<file path="src/rtl/learning_key_encoder.sv">
// Debounces seven note keys plus an octave toggle and encodes the held key
// into a registered 4-bit note value with a one-cycle press strobe.
//
// Optional feature: define KEY_SYNC_EN to add a two-flop synchronizer on
// every raw input ahead of the debouncers (adds two cycles of latency).
//
// Parameters:
//   DEBOUNCE_CYCLES  consecutive mismatching cycles needed to flip an input
//   CNT_W            debounce counter width
// Ports:
//   clk         system clock
//   rst         synchronous active-high reset
//   keys        raw note switches, bit 0 = do .. bit 6 = si, high = pressed
//   octave_btn  raw octave toggle button, high = pressed
//   note_value  0 = none, 1-7 base octave, 8-14 upper octave
//   key_valid   high while note_value is nonzero
//   key_press   one-cycle strobe when note_value changes to a nonzero value
//   octave      current octave, 0 = base, 1 = upper

module learning_key_encoder #(
    parameter int DEBOUNCE_CYCLES = 2_000_000,
    parameter int CNT_W           = 21
) (
    input  logic       clk,
    input  logic       rst,
    input  logic [6:0] keys,
    input  logic       octave_btn,
    output logic [3:0] note_value,
    output logic       key_valid,
    output logic       key_press,
    output logic       octave
);

    localparam logic [CNT_W-1:0] CNT_LAST = CNT_W'(DEBOUNCE_CYCLES - 1);

    logic [7:0] raw;
    logic [7:0] cond;

    assign raw = {octave_btn, keys};

`ifdef KEY_SYNC_EN
    logic [7:0] sync1;
    logic [7:0] sync2;

    always_ff @(posedge clk) begin
        if (rst) begin
            sync1 <= '0;
            sync2 <= '0;
        end else begin
            sync1 <= raw;
            sync2 <= sync1;
        end
    end

    assign cond = sync2;
`else
    assign cond = raw;
`endif

    // Bit 7 of the debounced vector is the octave button.
    logic [7:0]       stable;
    logic [CNT_W-1:0] cnt [8];

    always_ff @(posedge clk) begin
        if (rst) begin
            stable <= '0;
            for (int i = 0; i < 8; i++) begin
                cnt[i] <= '0;
            end
        end else begin
            for (int i = 0; i < 8; i++) begin
                if (cond[i] == stable[i]) begin
                    cnt[i] <= '0;
                end else if (cnt[i] == CNT_LAST) begin
                    stable[i] <= cond[i];
                    cnt[i]    <= '0;
                end else begin
                    cnt[i] <= cnt[i] + 1'b1;
                end
            end
        end
    end

    logic       btn_prev;
    logic       oct_rise;
    logic       oct_next;
    logic [3:0] note_next;

    assign oct_rise = stable[7] & ~btn_prev;
    // The encoder sees the toggled octave on the same edge the octave
    // register flips, so a held key moves octave with no stale cycle.
    assign oct_next = octave ^ oct_rise;

    always_comb begin
        note_next = 4'd0;
        // Scan downward so the lowest held key is the last to assign.
        for (int i = 6; i >= 0; i--) begin
            if (stable[i]) begin
                note_next = 4'(i + 1) + (oct_next ? 4'd7 : 4'd0);
            end
        end
    end

    always_ff @(posedge clk) begin
        if (rst) begin
            btn_prev   <= 1'b0;
            octave     <= 1'b0;
            note_value <= 4'd0;
            key_valid  <= 1'b0;
            key_press  <= 1'b0;
        end else begin
            btn_prev   <= stable[7];
            octave     <= oct_next;
            note_value <= note_next;
            key_valid  <= (note_next != 4'd0);
            key_press  <= (note_next != note_value) && (note_next != 4'd0);
        end
    end

endmodule

</file>
<file path="config.mk">
export PLATFORM = sky130hd
export DESIGN_NAME = learning_key_encoder
export DESIGN_NICKNAME = d
export VERILOG_FILES = /design/src/rtl/learning_key_encoder.sv
export SDC_FILE = /design/constraint.sdc
export NUM_CORES = 1
export LEC_CHECK = 0
export CAP_MARGIN = 20
export CORE_UTILIZATION = 64
export DETAILED_ROUTE_END_ITERATION = 16
export DONT_BUFFER_PORTS = 1
export HOLD_SLACK_MARGIN = 0.05
export PLACE_DENSITY = 0.8
export RECOVER_POWER = 25
export SYNTH_ARGS = -nofsm -noshare
export SYNTH_HDL_FRONTEND = slang
export SYNTH_SLANG_ARGS = --single-unit
</file>
<file path="constraint.sdc">
create_clock -name clk -period 2.1 [get_ports clk]
set_input_delay 0.315 -clock clk [delete_from_list [all_inputs] [get_ports clk]]
set_output_delay 0.315 -clock clk [all_outputs]
set_load 0.005 [all_outputs]
</file>
==> results.yml <==
placement:
  hpwlAfterDp_mm: 12.0
  dp_cells: 1275
  dp_slack_ns: 0.219
  gp_congestion: 0.832
  port_buffers: 0
cts:
  cts_tree: "built"
  htreeDepth: 4
  cts_buffers: 17
  cts_sinks: 184
  clk_pin_slew_ns: 0.06
  root_buffer: "clkbuf_16"
  clockBufferDepth: 2
  clk_latency_ns: 0.43
worst_setup_path:
  start_kind: "flip-flop"
  critPathRequiredTime_ns: 2.41
  crit_type: "flip-flop to flip-flop"
  cp.arrival_ns: 2.30
  endpoint_kind: "flip-flop"
  path_max_fanout: 3
drt:
  wire_per_inst_um: 13.3
  routed_wl_mm: 17.4
  routed-via-count: 6837
  drt-initial-drc-count: 409
  firstDrtPassIters: 5
  avgViaCountPerCell: 5.20
  remaining_drc_errors: 0
  detail-route-antenna-nets: 0
synthesis:
  synthMuxAreaShare: 0.00914
  avgSynthCellArea_um2: 10.7
  synthDistinctLibCells: 58
  synth.area.top_cells: "edfxtp_1 51%, xor2_1 9.1%, nor2_1 8.1%"
  synth_compound_area_frac: 0.0148
  synth-simple-area-share: 0.256
  yosysWarnings: 0
  syn_area_mm2: 0.00986
  synth_top_family_by_area: "simple AND/OR/NAND/NOR gates"
  synth_top_cell_area_share: 0.512
  synth_area_leader_cell: "edfxtp_1"
  syn_inst: 922
  ys_ff_latch: 184
  synth_xor_area_frac: 0.142
  synthArstFlopShare: 0
  synth_edf_count: 168
  yosysSeqAreaShare: 0.544
  synth_adder_area_share: 0.0102
  synth_ff_type: "edfxtp_1"
timing:
  finalHoldViolCount: 0
  period_share: 0.946
  finClkSkew_ns: 0.00591
  rsz0062_at_grt: "no"
  tns_ns: 0
  fin_ws_ns: 0.114
  setup_viol: 0
  period_needed_ns: 1.99
  worstMarginPinSlew_ns: 0.673
  maxSlewViolCount: 0
  slew_headroom: 0.550
  max_freq_mhz: 503
min_path:
  hold_path_class: "input port to flip-flop"
power:
  leakage_nw: 4.19
  irDropWorstVdd_mv: 0.622
  p_per_area_mw_per_mm2: 728
final_layout:
  layoutNonFillerInstCount: 1315
  syn2layout_area_growth_pct: 16.7
  antennaDiodeCount: 0
  final_net_count: 1132
  layout_common_cells: "212 x nor2_1, 168 x edfxtp_1, 168 x conb_1"
  utilization: 0.760
  drive_gt1_frac: 0.0683
  final_common_cell: "nor2_1"
global_routing:
  grt_overflow: 0
  antenna_found_initial: 0
  grt_pass1_vias: 6607
  grt_max_degree: 21
  grt_usage: 0.235
  grt_pass1_wl_mm: 29.7
die:
  die_width_um: 126
  io_pins: 17
  die_y_um: 126
  coreArea_mm2: 0.0151
  die_area_mm2: 0.0159
  rows: 45
  start_util: 0.651
run_status:
  outcome: "completed"
flow_run:
  maxCapViolCount: 0
[synth_stat cells, drive strengths merged, types with 5 or more instances]
cell / number
and4: 13
a21oi: 8
nor2b: 5
nand4: 35
edfxtp: 168
ha: 8
clkbuf: 7
nand2b: 8
xor2: 102
xnor2: 56
mux2i: 9
or3: 7
buf: 17
nand3: 74
nor2: 214
inv: 20
nor4: 14
or2: 7
nand2: 55
o21ai: 7
dfxtp: 16
and3: 23
nor4b: 9
nor3: 17
[worst max-delay path, cell delays in order, from the launching register on]
cell	delay [ns]
edfxtp_1	0.42
nand4bb_1	0.21
nor2_1	0.13
nand4_1	0.11
nor2_1	0.17
mux2i_1	0.21
nor2_1	0.05
dlygate4sd3_1	0.57
[per-stage QoR]
stage / hold slack, ns / cell area [um2] / power [mW]
floorplan: 0.459 / 10500 / 4.74
global placement: 0.392 / 10800 / 4.83
detailed placement: 0.395 / 10800 / 4.85
CTS: 0.0519 / 11500 / 8.42
global route: 0.0704 / 11500 / 8.64
finish: 0.0619 / 11500 / 8.37
[area by class of cell]
class	instances	area, um2
multi-input cells	861	4890
fillers	1015	3640
flip-flops and latches	184	5370
repair buffers	30	274
well taps	188	235
clock buffers	19	443
clock inverters	13	225
inverters	20	75.1
[cells by family after synthesis]
logic type,count (synthesis)
adder cells (fa/ha/maj),8
buffers and inverters,44
other,1
AO/OA/AOI/OAI,24
flip-flops,184
XOR/XNOR,158
multiplexers,9
AND/OR/NAND/NOR,494
[power by group]
group,internal (mW),total (mW),switching (mW)
Combinational,0.181,0.426,0.245
Clock,2.26,3.57,1.31
Sequential,4.19,4.38,0.185
[state kept, by name, summed over array words and instances (netlist names)]
register	cells
key_press	1
cnt	168
btn_prev	1
stable	8
octave	1
note_value	4
key_valid	1
[final timing paths]
| check | cells after the start | slack [ns] | from | end |
|---|---|---|---|---|
| min reg2reg | 1 | 0.52 | stable[7] | btn_prev |
| max | 7 | 0.11 | cnt[1][16] | stable[4] |
| min | 2 | 0.06 | keys[5] | stable[5] |
| max reg2reg | 7 | 0.11 | cnt[1][16] | stable[4] |
[what timing repair did]
action	4_1_cts	5_1_grt
resized for setup	0	1
setup buffers	0	1
endpoints found under the hold margin	13	0
hold buffers	7	0
setup endpoints to repair	0	21
[routing by layer]
layer  vias up  GRT usage  part of all wire  wire length (um)
met5         -          0                 0                 0
met4         0     0.0751             0.013               229
met3        19     0.0506             0.032               562
met2        83      0.408              0.50              8760
met1      3268      0.294              0.45              7890
li1       3467          -                 -                 -
Power figures use the tool's default switching activity.
